[src/rtl/boid_frame_writer_if.sv]
// Boid read port (BPU array) and framebuffer write port of the frame writer.
// master = frame writer, slave = BPU array / display RAM side.
interface boid_frame_writer_if #(
  parameter int BOID_BITS  = 7,
  parameter int ADDR_WIDTH = 19
);
  logic [BOID_BITS-1:0]  boid_sel;
  logic [9:0]            boid_x;
  logic [8:0]            boid_y;
  logic                  fb_we;
  logic [ADDR_WIDTH-1:0] fb_addr;
  logic                  fb_wdata;

  modport master (output boid_sel, fb_we, fb_addr, fb_wdata, input boid_x, boid_y);
  modport slave  (input boid_sel, fb_we, fb_addr, fb_wdata, output boid_x, boid_y);
endinterface

[src/rtl/boid_frame_writer.sv]
// Renders one frame of boids into the back half of a double-buffered 1-bit framebuffer:
// clear, plot one pixel per on-screen boid, swap on the next frame_start.
module boid_frame_writer #(
  parameter int MAX_BOIDS    = 128,
  parameter int BOID_BITS    = 7,
  parameter int VIDEO_WIDTH  = 640,
  parameter int VIDEO_HEIGHT = 480,
  parameter int ADDR_WIDTH   = 19,
  parameter int CLEAR_ENABLE = 1
) (
  input  logic                 clock,
  input  logic                 reset_n,
  input  logic                 frame_start,
  input  logic                 pause,
  boid_frame_writer_if.master  bus,
  output logic                 back_sel,
  output logic                 buf_swap,
  output logic                 busy,
  output logic [7:0]           overrun_cnt
);
  localparam int          P      = VIDEO_WIDTH * VIDEO_HEIGHT;
  localparam int          DCNT_W = $clog2(MAX_BOIDS + 2);
  localparam logic [31:0] VW     = 32'(VIDEO_WIDTH);

  typedef enum logic [1:0] {IDLE, CLEAR, DRAW, DONE} state_t;
  localparam state_t START = (CLEAR_ENABLE != 0) ? CLEAR : DRAW;

  state_t                state, state_nx;
  logic [ADDR_WIDTH-1:0] ccnt;
  logic [DCNT_W-1:0]     dcnt;
  logic [1:0]            vld_pipe;  // [0]: boid_sel valid, [1]: boid_x/y valid
  logic                  go, clr_last, draw_last, sel_last, in_range;
  logic                  busy_d, swap_d, clr_we_d, draw_start, overrun_inc;

  // y*VIDEO_WIDTH + x as a sum of shifted y terms, one per set bit of the width
  function automatic logic [ADDR_WIDTH-1:0] pix_addr(input logic [8:0] y, input logic [9:0] x);
    logic [ADDR_WIDTH-1:0] a;
    a = ADDR_WIDTH'(x);
    for (int b = 0; b < 32; b++)
      if (VW[b]) a = a + (ADDR_WIDTH'(y) << b);
    return a;
  endfunction

  assign go        = frame_start & ~pause;
  assign clr_last  = (ccnt == ADDR_WIDTH'(P - 1));
  assign draw_last = (dcnt == DCNT_W'(MAX_BOIDS + 1));
  assign sel_last  = (bus.boid_sel == BOID_BITS'(MAX_BOIDS - 1));
  assign in_range  = ({22'd0, bus.boid_x} < VW) && ({23'd0, bus.boid_y} < 32'(VIDEO_HEIGHT));

  always_ff @(posedge clock or negedge reset_n)
    if (!reset_n) state <= IDLE;
    else          state <= state_nx;

  always_comb begin
    state_nx = state;
    case (state)
      IDLE:    if (go)        state_nx = START;
      CLEAR:   if (clr_last)  state_nx = DRAW;
      DRAW:    if (draw_last) state_nx = DONE;
      DONE:    if (go)        state_nx = START;
      default:                state_nx = IDLE;
    endcase
  end

  always_comb begin
    busy_d      = (state_nx == CLEAR) || (state_nx == DRAW);
    swap_d      = (state == DONE) && go;
    clr_we_d    = (state == CLEAR);
    draw_start  = (state_nx == DRAW) && (state != DRAW);
    overrun_inc = frame_start && ((state == CLEAR) || (state == DRAW)) && (overrun_cnt != 8'hFF);
  end

  always_ff @(posedge clock or negedge reset_n) begin
    if (!reset_n) begin
      busy         <= 1'b0;
      buf_swap     <= 1'b0;
      back_sel     <= 1'b0;
      overrun_cnt  <= '0;
      ccnt         <= '0;
      dcnt         <= '0;
      vld_pipe     <= '0;
      bus.boid_sel <= '0;
      bus.fb_we    <= 1'b0;
      bus.fb_addr  <= '0;
      bus.fb_wdata <= 1'b0;
    end else begin
      busy     <= busy_d;
      buf_swap <= swap_d;
      back_sel <= back_sel ^ swap_d;
      if (overrun_inc) overrun_cnt <= overrun_cnt + 8'd1;
      ccnt <= (clr_we_d && !clr_last) ? ccnt + 1'b1 : '0;
      dcnt <= ((state == DRAW) && !draw_last) ? dcnt + 1'b1 : '0;

      // boid index issue; BPU answers one cycle later, write lands the cycle after that
      vld_pipe[1] <= vld_pipe[0];
      if (draw_start) begin
        vld_pipe[0]  <= 1'b1;
        bus.boid_sel <= '0;
      end else if (vld_pipe[0]) begin
        if (sel_last) begin
          vld_pipe[0]  <= 1'b0;
          bus.boid_sel <= '0;
        end else begin
          bus.boid_sel <= bus.boid_sel + 1'b1;
        end
      end

      if (clr_we_d) begin
        bus.fb_we    <= 1'b1;
        bus.fb_wdata <= 1'b0;
        bus.fb_addr  <= ccnt;
      end else if (vld_pipe[1] && in_range) begin
        bus.fb_we    <= 1'b1;
        bus.fb_wdata <= 1'b1;
        bus.fb_addr  <= pix_addr(bus.boid_y, bus.boid_x);
      end else begin
        bus.fb_we    <= 1'b0;
        bus.fb_wdata <= 1'b0;
      end
    end
  end
endmodule

[src/flat_wrapper.sv]
// flat-port wrapper written by rule: the top's interface ports become plain ports
module boid_frame_writer_flat 
#(
  parameter int MAX_BOIDS    = 128,
  parameter int BOID_BITS    = 7,
  parameter int VIDEO_WIDTH  = 640,
  parameter int VIDEO_HEIGHT = 480,
  parameter int ADDR_WIDTH   = 19,
  parameter int CLEAR_ENABLE = 1
)
  (clock, reset_n, frame_start, pause, back_sel, buf_swap, busy, overrun_cnt, bus_boid_sel, bus_fb_we, bus_fb_addr, bus_fb_wdata, bus_boid_x, bus_boid_y);
  boid_frame_writer_if #(.BOID_BITS(BOID_BITS), .ADDR_WIDTH(ADDR_WIDTH)) bus_i ();
  input  logic clock;
  input  logic reset_n;
  input  logic frame_start;
  input  logic pause;
  output logic back_sel;
  output logic buf_swap;
  output logic busy;
  output logic [7:0] overrun_cnt;
  output wire logic [$bits(bus_i.boid_sel)-1:0] bus_boid_sel;
  output wire logic [$bits(bus_i.fb_we)-1:0] bus_fb_we;
  output wire logic [$bits(bus_i.fb_addr)-1:0] bus_fb_addr;
  output wire logic [$bits(bus_i.fb_wdata)-1:0] bus_fb_wdata;
  input wire logic [$bits(bus_i.boid_x)-1:0] bus_boid_x;
  input wire logic [$bits(bus_i.boid_y)-1:0] bus_boid_y;
  assign bus_boid_sel = bus_i.boid_sel;
  assign bus_fb_we = bus_i.fb_we;
  assign bus_fb_addr = bus_i.fb_addr;
  assign bus_fb_wdata = bus_i.fb_wdata;
  assign bus_i.boid_x = bus_boid_x;
  assign bus_i.boid_y = bus_boid_y;
  boid_frame_writer #(.MAX_BOIDS(MAX_BOIDS), .BOID_BITS(BOID_BITS), .VIDEO_WIDTH(VIDEO_WIDTH), .VIDEO_HEIGHT(VIDEO_HEIGHT), .ADDR_WIDTH(ADDR_WIDTH), .CLEAR_ENABLE(CLEAR_ENABLE)) u_core (.clock(clock), .reset_n(reset_n), .frame_start(frame_start), .pause(pause), .bus(bus_i), .back_sel(back_sel), .buf_swap(buf_swap), .busy(busy), .overrun_cnt(overrun_cnt));
endmodule
[config.mk]
export PLATFORM = sky130hd
export DESIGN_NAME = boid_frame_writer_flat
export DESIGN_NICKNAME = d
export VERILOG_FILES = /design/src/rtl/boid_frame_writer_if.sv /design/src/rtl/boid_frame_writer.sv /design/src/flat_wrapper.sv
export SDC_FILE = /design/constraint.sdc
export NUM_CORES = 1
export LEC_CHECK = 0
export BUFFER_PORTS_ARGS = -buffer_cell sky130_fd_sc_hd__buf_2
export CAP_MARGIN = 20
export CELL_PAD_IN_SITES_DETAIL_PLACEMENT = 0
export CELL_PAD_IN_SITES_GLOBAL_PLACEMENT = 1
export CORE_ASPECT_RATIO = 1.4
export CORE_MARGIN = 4
export CORE_UTILIZATION = 34
export CTS_BUF_LIST = sky130_fd_sc_hd__clkbuf_4
export DETAILED_ROUTE_END_ITERATION = 10
export PLACE_DENSITY = 0.65
export SLEW_MARGIN = 20
export SYNTH_ARGS = -nofsm -noshare
export SYNTH_HDL_FRONTEND = slang
export SYNTH_SLANG_ARGS = --single-unit
[constraint.sdc]
create_clock -name clock -period 2.1 [get_ports clock]
set_input_delay 0.315 -clock clock [delete_from_list [all_inputs] [get_ports clock]]
set_output_delay 0.315 -clock clock [all_outputs]
set_load 0.005 [all_outputs]
==> results of run 1 <==
state kept, by name (all words and copies together), names as in the netlist, 2 cells and up:
signal and count:
u_core.overrun_cnt 8, u_core.ccnt 19, u_core.vld_pipe 2, u_core.bus.fb_addr 19, u_core.bus.boid_sel 7, u_core.state 2
u_core.dcnt 8
cells in the mapped netlist, types with 3 or more instances:
library cell | instances | area [sq um]
sky130_fd_sc_hd__nand3_1 | 20 | 100
sky130_fd_sc_hd__o21ai_0 | 25 | 125
sky130_fd_sc_hd__and3_1 | 14 | 87.6
sky130_fd_sc_hd__and2_1 | 4 | 25.0
sky130_fd_sc_hd__dfrtp_1 | 70 | 1750
sky130_fd_sc_hd__inv_1 | 12 | 45.0
sky130_fd_sc_hd__nor2b_1 | 4 | 25.0
sky130_fd_sc_hd__a211oi_1 | 3 | 22.5
sky130_fd_sc_hd__a21oi_1 | 13 | 65.1
sky130_fd_sc_hd__mux2i_1 | 12 | 120
sky130_fd_sc_hd__nor3b_1 | 5 | 37.5
sky130_fd_sc_hd__nor3_1 | 9 | 45.0
sky130_fd_sc_hd__xor2_1 | 15 | 131
sky130_fd_sc_hd__nand2b_1 | 6 | 37.5
sky130_fd_sc_hd__nand2_1 | 36 | 135
sky130_fd_sc_hd__clkbuf_1 | 8 | 30.0
sky130_fd_sc_hd__ha_1 | 20 | 250
sky130_fd_sc_hd__nand3b_1 | 3 | 22.5
sky130_fd_sc_hd__xnor2_1 | 25 | 219
sky130_fd_sc_hd__nor2_1 | 50 | 188
sky130_fd_sc_hd__nand4_1 | 13 | 81.3
timing repair:
item	4_1_cts	5_1_grt
gates resized for setup	19	11
hold buffers	1	0
pin swaps	23	12
endpoints found under the setup margin	8	10
buffers inserted	7	2
endpoints found under the hold margin	70	0
cells by family after synthesis:
family,Yosys count
simple gates,176
xor+xnor,40
mux,14
fa+ha+maj,22
flops,70
compound gates,56
buf+inv,26
routing by layer:
layer,track usage,vias to the layer above
met4,0.0532,0
met1,0.168,1527
met3,0.0274,13
met5,0,-
met2,0.256,42
li1,-,1628
placed cells by master (no fill, tap or decap), types with 14 or more instances in the layout:
cell type	count
sky130_fd_sc_hd__nand2_1	35
sky130_fd_sc_hd__xnor2_1	23
sky130_fd_sc_hd__nand3_1	20
sky130_fd_sc_hd__buf_2	58
sky130_fd_sc_hd__dfrtp_1	70
sky130_fd_sc_hd__ha_1	15
sky130_fd_sc_hd__xor2_1	15
sky130_fd_sc_hd__and3_1	14
sky130_fd_sc_hd__nor2_1	48
sky130_fd_sc_hd__o21ai_0	20
sky130_fd_sc_hd__buf_4	51
worst paths after layout:
kind                                           to  slack, ns  depth (start not counted)
min in group asynchronous          u_core.dcnt[5]       0.43                          3
min                         u_core.bus.fb_addr[1]       0.19                          3
max in group asynchronous   u_core.bus.fb_addr[2]       1.35                          3
max reg2reg                u_core.bus.boid_sel[5]       0.06                          9
min reg2reg                       u_core.back_sel       0.47                          1
max                        u_core.bus.fb_addr[16]      -0.25                         17
final cells by class:
cell class / instances / area share
inverters: 12 / 0.00905
repair buffers: 116 / 0.153
flip-flops and latches: 70 / 0.352
clock buffers: 10 / 0.0151
well taps: 144 / 0.0362
clock inverters: 6 / 0.00578
multi-input cells: 308 / 0.429
tightest hold or removal path, delay by kind of cell:
family / cells / cell delay [ns]
compound gates: 1 / 0.13
buf+inv: 1 / 0.07
mux: 1 / 0.05
per-stage QoR:
step                std cells  hold slack (ns)
floorplan                 404           0.0194
global placement          642            0.375
detailed placement        642            0.373
CTS                       665            0.161
global route              666            0.197
finish                    666            0.194
where the power goes:
group          internal [uW]  switching, uW  leakage (uW)
Combinational            814            870       0.00137
Clock                    241            467     0.0000587
Sequential              1670            273      0.000906
==> flow_summary.toml, run 1 <==
[outcome]
run_status = "finished, violations left"
failed_checks = "setup timing"

[power]
cellLeakagePower_uw = 0.00233
max-vdd-ir-drop_mv = 0.613
cellPowerDensity_mw_per_mm2 = 872
design_power_total_uw = 4340

[yosys]
total_nets_after_synthesis = 449
synth-edff-count = 0
synth-async-reset-ratio = 1.00
yosys_warnings = 0
synth-seq-area-share = 0.449
synthAdderAreaFrac = 0.0744
synth_top_family_by_area = "simple AND/OR/NAND/NOR gates"
synthDistinctLibCells = 49
synth_area_in_compound_gates = 0.0875
syn-cell-area_sq_mm = 0.00390
synth.ff_latch_count = 70
postSynthAreaPerCell_sq_um = 9.66
synth.mux.area_fraction = 0.0365
synthSimpleGateAreaFrac = 0.229
synth_flop_type = "sky130_fd_sc_hd__dfrtp_1"
synth_cells = 404
xor_xnor_cell_area_share_of_the_yosys_netlist = 0.0897

[setup_path]
critical_path.reg2reg.startpoint = "u_core.state[0]"
cp-start-kind = "input port"
largest_delay_share_family_worst_path = "adder cells"
timing_worst_setup_path_type = "in -> reg"
cp.required_ns = 2.41
critical_path_buf_inv_count = 4
critPathLaunch = "bus_boid_x[7]"
worst_path_largest_cell_delay_ns = 0.36
cp_max_fo = 3
critPathMostFrequentCell = "sky130_fd_sc_hd__nor2_1"
critical_path_capture_point_type = "register"
critical-path-slowest-cell = "sky130_fd_sc_hd__fa_2"
path_cells = "buf_8 -> ha_4 -> inv_2 -> fa_2 -> nor2b_2 -> nor2_1 -> nor2_1 -> nand2_1 -> xnor2_2 -> ha_1 -> buf_4 -> buf_6 -> o21ai_2 -> nand2b_1 -> a31o_4 -> mux2i_1 -> nand3_1"
critPathArrivalTime_ns = 2.66

[job]
cap_viol_max_count = 0

[routing]
met2_length_um = 4650
highest_layer = "met4"
drt_drc_violations_left = 0
detailedRoute.firstIterationViolations = 90
drt-total-wl_um = 8920
met3RoutedLength_um = 255
ant_nets = 0
detail_route.wl_per_cell_um = 13.4
drt-pass1-iter-count = 4
detailroute.via_count = 3210
met1_length_um = 3870
drt-vias-per-instance = 4.82

[layout]
multi_input_comb_area_sq_mm = 0.00213
final-seq-area_sq_mm = 0.00175
finish.net_count = 562
finish.utilization = 0.441
insertedDiodeCount = 0
final.fill_count = 1166
synthToLayoutAreaGrowth_pct = 27.5
drive_gt1_frac = 0.308
finish.instance_area_sq_mm = 0.00498

[cts]
max-clock-path-buffers = 2
insertion_delay_ns = 0.42
cts_bufs_inserted = 9
clock-sinks = 70
cts_tree = "built"
worst_setup_hold_path_clk_slew_ns = 0.11
clock_tree.htree_level_count = 3
ctsRootBufferMaster = "sky130_fd_sc_hd__clkbuf_4"

[floorplan]
top_level_ports = 62
die_y_um = 135
num_rows = 46
die_w_um = 98.6
effective_utilization_at_floorplan = 0.346
die-area_sq_mm = 0.0133
floorplan.core_area_sq_mm = 0.0113

[place]
globalplace.congestion = 0.760
dp_hpwl_um = 6590
detailedPlace.worstSlack_ns = -0.776
port-buffer-count = 61
detailed_place.area_sq_mm = 0.00469

[sta]
pnr_worst_setup_slack_ns = -0.247
finalCriticalPeriod_ns = 2.35
timing.max_slew.rel_slack = 0.713
fin_skew_ns = 0.00920
final.period_utilization = 1.12
rsz0062_at_grt = "true"
slew_violations = 0
fin_setup_tns_ns = -0.993
final-setup-viol-count = 6
final-hold-violation-count = 0
worst-slew-pin-transition_ns = 0.430
fmax_mhz = 426

[hold_path]
holdCritPathClass = "in -> reg"
hp-start = "bus_boid_x[1]"

[global_route]
grt_remaining_overflow = 0
first_pass_grt_wire_length_um = 15600
initial_antenna_violation_count = 0
groute.usage.overall = 0.143
grt_pass1_vias = 3397
grt_max_degree = 71
Note: power is estimated with default switching activity, not from simulation.
==> run 2, diff against run 1 <==
--- a/config.mk
+++ b/config.mk
@@ -5,6 +5,7 @@
 export SDC_FILE = /design/constraint.sdc
 export NUM_CORES = 1
 export LEC_CHECK = 0
+export ABC_AREA = 1
 export BUFFER_PORTS_ARGS = -buffer_cell sky130_fd_sc_hd__buf_2
 export CAP_MARGIN = 20
 export CELL_PAD_IN_SITES_DETAIL_PLACEMENT = 0
@@ -14,7 +15,7 @@
 export CORE_UTILIZATION = 34
 export CTS_BUF_LIST = sky130_fd_sc_hd__clkbuf_4
 export DETAILED_ROUTE_END_ITERATION = 10
-export PLACE_DENSITY = 0.65
+export PLACE_DENSITY = 0.68
 export SLEW_MARGIN = 20
 export SYNTH_ARGS = -nofsm -noshare
 export SYNTH_HDL_FRONTEND = slang
==> run 2 against run 1 <==
Against the previous run:
- register-to-register slack improved by 0.12 ns
- sequential power decreased by 26%
- synthesized area increased by 6.7%
- critical endpoint is now u_core.bus.fb_addr[11]
- wire length rose by 17%
- the flow now finishes without violations
- non-clock buffer count down 10
- via count increased by 16%
- final area rose by 4.7%
==> flow_summary.toml, run 2 <==
[cts]
max-clock-path-buffers = 2
insertion_delay_ns = 0.42
clock_tree.htree_level_count = 3
worst_setup_hold_path_clk_slew_ns = 0.11
ctsRootBufferMaster = "sky130_fd_sc_hd__clkbuf_4"
clock-sinks = 70
cts_tree = "built"
cts_bufs_inserted = 9

[outcome]
run_status = "complete, no violations"

[routing]
drt-pass1-iter-count = 4
drt-total-wl_um = 10400
drt_drc_violations_left = 0
detailroute.via_count = 3714
detail_route.wl_per_cell_um = 12.9
drt-vias-per-instance = 4.59
ant_nets = 0
detailedRoute.firstIterationViolations = 129

[global_route]
grt_max_degree = 41
groute.usage.overall = 0.158
first_pass_grt_wire_length_um = 17800
initial_antenna_violation_count = 0
grt_remaining_overflow = 0
grt_pass1_vias = 3723

[setup_path]
critical_path_buf_inv_count = 3
cp-start-kind = "input port"
critical-path-slowest-cell = "sky130_fd_sc_hd__fa_2"
worst_path_largest_cell_delay_ns = 0.40
cp_max_fo = 2
critPathArrivalTime_ns = 2.38
cp.required_ns = 2.46
path_cells = "buf_8 -> ha_4 -> inv_2 -> fa_2 -> xnor2_2 -> ha_2 -> inv_2 -> fa_2 -> xor2_1 -> o21ai_0 -> nand2_1 -> nand2_1"
largest_delay_share_family_worst_path = "adder cells"
timing_worst_setup_path_type = "in -> reg"
critical_path_capture_point_type = "register"

[layout]
synthToLayoutAreaGrowth_pct = 25.1
drive_gt1_frac = 0.252
final_common_cell = "sky130_fd_sc_hd__nand2_1"
insertedDiodeCount = 0
finish.net_count = 704
reg.largest.list = "u_core.bus.fb_addr: 19 flops, u_core.ccnt: 19 flops"
layout_common_cells = "sky130_fd_sc_hd__nand2_1, sky130_fd_sc_hd__dfrtp_1, sky130_fd_sc_hd__inv_1"

[sta]
fin_skew_ns = 0.0129
timing.max_slew.rel_slack = 0.630
final-hold-violation-count = 0
fmax_mhz = 494
slew_violations = 0
final.period_utilization = 0.964
finalCriticalPeriod_ns = 2.02
pnr_worst_setup_slack_ns = 0.0764
worst-slew-pin-transition_ns = 0.556
worst_hold_slack_ns = 0.110
final-setup-viol-count = 0
rsz0062_at_grt = "true"

[yosys]
yosys.area.top_type = "sky130_fd_sc_hd__dfrtp_1"
synth.ff_latch_count = 70
synthDistinctLibCells = 29
synth_cells = 549
synth-seq-area-share = 0.420
yosys_warnings = 0
synth_most_common_cell = "sky130_fd_sc_hd__nand2_1"
synth_flop_type = "sky130_fd_sc_hd__dfrtp_1"
ys_top_cells_by_area = "sky130_fd_sc_hd__dfrtp_1, sky130_fd_sc_hd__nand2_1, sky130_fd_sc_hd__inv_1, sky130_fd_sc_hd__nand3_1, sky130_fd_sc_hd__ha_1"
synth-edff-count = 0
syn-cell-area_sq_mm = 0.00417
total_nets_after_synthesis = 594
synth.top_cell.area_share = 0.420
postSynthAreaPerCell_sq_um = 7.59
synth-async-reset-ratio = 1.00
ys_top_cells_by_count = "sky130_fd_sc_hd__nand2_1, sky130_fd_sc_hd__inv_1, sky130_fd_sc_hd__dfrtp_1"

[power]
max-vdd-ir-drop_mv = 0.319
power.sequential.fraction = 0.521
design_power_total_uw = 2780
cellPowerDensity_mw_per_mm2 = 533
p_int_uw = 1990
power_frac_clock = 0.300
cellLeakagePower_uw = 0.00275
comb_power_share = 0.178
power.share.switching = 0.283
total_switching_power_uw = 788

[floorplan]
die_w_um = 102
num_rows = 47
top_level_ports = 62
effective_utilization_at_floorplan = 0.349
floorplan.core_area_sq_mm = 0.0119
die-area_sq_mm = 0.0141
die_y_um = 139

[job]
cap_viol_max_count = 0

[place]
globalplace.congestion = 0.787
port-buffer-count = 61
detailedPlace.worstSlack_ns = -0.388
dp_hpwl_um = 8250

[hold_path]
holdCritPathClass = "in -> reg"
run 2: path summary, 6_finish.rpt:
kind / start / to / slack [ns] / cells past startpoint
min in group asynchronous: reset_n / u_core.dcnt[6] / 0.44 / 3
max in group asynchronous: reset_n / u_core.ccnt[1] / 1.20 / 3
hold / removal: bus_boid_x[4] / u_core.bus.fb_addr[4] / 0.11 / 3
setup / recovery: bus_boid_x[7] / u_core.bus.fb_addr[11] / 0.08 / 12
setup reg to reg: u_core.state[0] / u_core.bus.boid_sel[2] / 0.18 / 13
hold reg to reg: u_core.dcnt[0] / u_core.dcnt[0] / 0.48 / 1
run 2: what timing repair did:
item / CTS / global route
gates resized for setup: 2 / 35
setup buffers: 0 / 3
hold endpoints to repair: 70 / 0
hold buffers: 1 / 0
endpoints found under the setup margin: 5 / 14
pin swaps: 0 / 25
run 2: power by group through the flow:
stage,logic [uW],registers [uW],clock network [uW]
2_1_floorplan,271,1480,0
3_3_place_gp,472,1480,0
3_5_place_dp,477,1480,0
4_1_cts,480,1450,873
5_1_grt,568,1460,920
6_report,496,1450,835
run 2: layout make-up:
type | count | area [sq um]
Sequential cell | 70 | 1750
Multi-Input combinational cell | 399 | 2220
Fill cell | 1250 | 6730
Tap cell | 147 | 184
Clock inverter | 3 | 37.5
Timing Repair Buffer | 106 | 666
Clock buffer | 11 | 82.6
Inverter | 73 | 274
run 2: cells by family (layout without fill, tap and decap cells):
group / Yosys count / after routing / synth area share
adder cells (fa/ha/maj): 22 / 22 / 0.0697
flip-flops: 70 / 70 / 0.420
AO/OA/AOI/OAI: 27 / 27 / 0.0336
buffers and inverters: 80 / 193 / 0.0811
AND/OR/NAND/NOR: 322 / 322 / 0.336
XOR/XNOR: 28 / 28 / 0.0589
run 2: worst min-delay path: cells and delay by family:
kind | cells | cell delay (ns)
buffers and inverters | 1 | 0.07
AND/OR/NAND/NOR | 2 | 0.11
run 2: through the flow:
step	TNS, ns	area [sq um]	util	std cells
after CTS	0	5080	0.426	806
final	0	5210	0.437	809
after detailed placement	-3.23	4950	0.414	791
after global placement	-2.75	4950	0.414	791
after floorplan	-0.159	4220	-	549
after global routing	-0.162	5210	0.437	809
run 2: routing by layer:
metal / global-route usage / up-vias / routed length, um
met2: 0.278 / 60 / 5420
met4: 0.0462 / 0 / 131
li1: - / 1937 / -
met5: 0 / - / 0
met1: 0.194 / 1706 / 4560
met3: 0.0257 / 11 / 336
==> run 3, diff against run 2 <==
==> constraint.sdc (replaced) <==
create_clock -name clock -period 2.1 [get_ports clock]
set_input_delay 0.21 -clock clock [delete_from_list [all_inputs] [get_ports clock]]
set_output_delay 0.21 -clock clock [all_outputs]
set_load 0.005 [all_outputs]
==> run 3 against run 2 <==
Against the previous run:
- worst hold slack got worse by 0.023 ns
- core utilization rose by 0.24 points
- combinational power barely moved
- highest routed layer unchanged
- largest cell class unchanged
- cell count rose by 0.99%
==> flow_summary.toml, run 3 (same netlist as run 2, synthesis figures left out) <==
[outcome]
run_status = "complete, no violations"

[routing]
drt-vias-per-instance = 4.62
drt-pass1-iter-count = 4
met2_length_um = 5480
detailroute.via_count = 3772
detailedRoute.firstIterationViolations = 156
highest_layer = "met4"
met1_length_um = 4320
met3RoutedLength_um = 316
detail_route.wl_per_cell_um = 12.6
drt_drc_violations_left = 0
drt-total-wl_um = 10300
ant_nets = 0

[global_route]
groute.usage.overall = 0.157
grt_max_degree = 33
grt_pass1_vias = 3885
initial_antenna_violation_count = 1
grt_remaining_overflow = 0
first_pass_grt_wire_length_um = 17800

[cts]
insertion_delay_ns = 0.43
cts_tree = "built"
clock_tree.htree_level_count = 3
cts_bufs_inserted = 9
worst_setup_hold_path_clk_slew_ns = 0.13
max-clock-path-buffers = 2
ctsRootBufferMaster = "sky130_fd_sc_hd__clkbuf_4"
clock-sinks = 70

[sta]
final-setup-viol-count = 0
fin_setup_tns_ns = 0
pnr_worst_setup_slack_ns = 0.145
finalCriticalPeriod_ns = 1.95
worst-slew-pin-transition_ns = 0.503
final.period_utilization = 0.931
worst_hold_slack_ns = 0.0873
final-hold-violation-count = 0
timing.max_slew.rel_slack = 0.665
fin_skew_ns = 0.0202
rsz0062_at_grt = "true"
fmax_mhz = 512
slew_violations = 0

[floorplan]
floorplan.core_area_sq_mm = 0.0119
die_w_um = 102
top_level_ports = 62
num_rows = 47
die-area_sq_mm = 0.0141
die_y_um = 139
effective_utilization_at_floorplan = 0.349

[setup_path]
cp.required_ns = 2.47
critPathArrivalTime_ns = 2.32
critical_path_capture_point_type = "register"
timing_worst_setup_path_type = "reg -> reg"
cp-start-kind = "register"
critical_path.reg2reg.startpoint = "u_core.ccnt[1]"
cp_max_fo = 4
reg_to_reg_critical_path_endpoint = "u_core.bus.boid_sel[4]"
reg2reg_setup_slack_ns = 0.15
rr_worst_depth = 14

[place]
globalplace.congestion = 0.871
dp_hpwl_um = 8080
port-buffer-count = 61
detailedPlace.worstSlack_ns = -0.311

[power]
max-vdd-ir-drop_mv = 0.235
cellLeakagePower_uw = 0.00279
cellPowerDensity_mw_per_mm2 = 565

[job]
cap_viol_max_count = 0

[hold_path]
whs_endpoint = "u_core.bus.fb_addr[17]"
timing.hold.worst_path_depth = 4
hp-start = "bus_boid_y[8]"
holdCritPathClass = "in -> reg"

[layout]
final_common_cell = "sky130_fd_sc_hd__nand2_1"
reg.largest.list = "u_core.bus.fb_addr: 19 flops, u_core.ccnt: 19 flops"
layout_common_cells = "sky130_fd_sc_hd__nand2_1, sky130_fd_sc_hd__inv_1, sky130_fd_sc_hd__dfrtp_1"
drive_gt1_frac = 0.215
finish.net_count = 709
synthToLayoutAreaGrowth_pct = 25.8
[run 3: how the worst max path moves through the flow]
stage | start | to | slack, ns | depth (start not counted)
2_1_floorplan | bus_boid_y[0] | u_core.bus.fb_addr[16] | 0.01 | 13
4_1_cts | u_core.dcnt[1] | u_core.bus.boid_sel[0] | 0.03 | 18
6_report | u_core.ccnt[1] | u_core.bus.boid_sel[4] | 0.15 | 14
5_1_grt | bus_boid_y[0] | u_core.bus.fb_addr[16] | -0.002 | 14
3_3_place_gp | bus_boid_y[0] | u_core.bus.fb_addr[18] | -0.26 | 14
3_5_place_dp | bus_boid_y[0] | u_core.bus.fb_addr[17] | -0.31 | 14
[run 3: per-layer routing]
metal / global-route usage / vias to the layer above
li1: - / 1951
met1: 0.180 / 1755
met2: 0.278 / 53
met3: 0.0337 / 13
met4: 0.0602 / 0
met5: 0 / -
[run 3: power breakdown]
part	internal [uW]	leakage, uW	switching (uW)
combinational	238	0.00179	258
clock	486	0.0000861	527
sequential	1390	0.000911	56.4
total	2120	0.00279	842
[run 3: repair_timing]
action | 4_1_cts | 5_1_grt
gates resized for setup | 0 | 6
hold buffers | 8 | 0
setup endpoints to repair | 0 | 9
buffers inserted | 0 | 1
endpoints found under the hold margin | 24 | 0
[run 3: final cells by class]
class                      instances  area, sq um
inverter                          73          274
fill                            1248         6700
clock buffer                       9         67.6
clock inverter                     7         98.8
timing repair buffer             111          726
antenna                            1         2.50
tap                              147          184
multi-input combinational        399         2140
sequential                        70         1750
[run 3: metrics by stage]
step	utilization	total power (uW)	cell area (sq um)	std cells
detailed placement	0.415	1960	4960	791
global placement	0.415	1950	4960	791
CTS	0.436	3000	5200	815
floorplan	-	1740	4200	549
global route	0.439	3160	5240	817
finish	0.439	2960	5240	817
[run 3: critical path, cell delays in order (launching register included)]
cell	delay, ns
sky130_fd_sc_hd__dfrtp_1	0.38
sky130_fd_sc_hd__ha_1	0.20
sky130_fd_sc_hd__nand3_2	0.12
sky130_fd_sc_hd__nor2_4	0.16
sky130_fd_sc_hd__nand3_4	0.11
sky130_fd_sc_hd__nand3_1	0.09
sky130_fd_sc_hd__nand2_1	0.08
sky130_fd_sc_hd__inv_1	0.06
sky130_fd_sc_hd__ha_1	0.15
sky130_fd_sc_hd__nand2_2	0.08
sky130_fd_sc_hd__inv_1	0.10
sky130_fd_sc_hd__nor2_4	0.05
sky130_fd_sc_hd__o21ai_0	0.14
sky130_fd_sc_hd__nand2_1	0.06
sky130_fd_sc_hd__a21oi_1	0.13
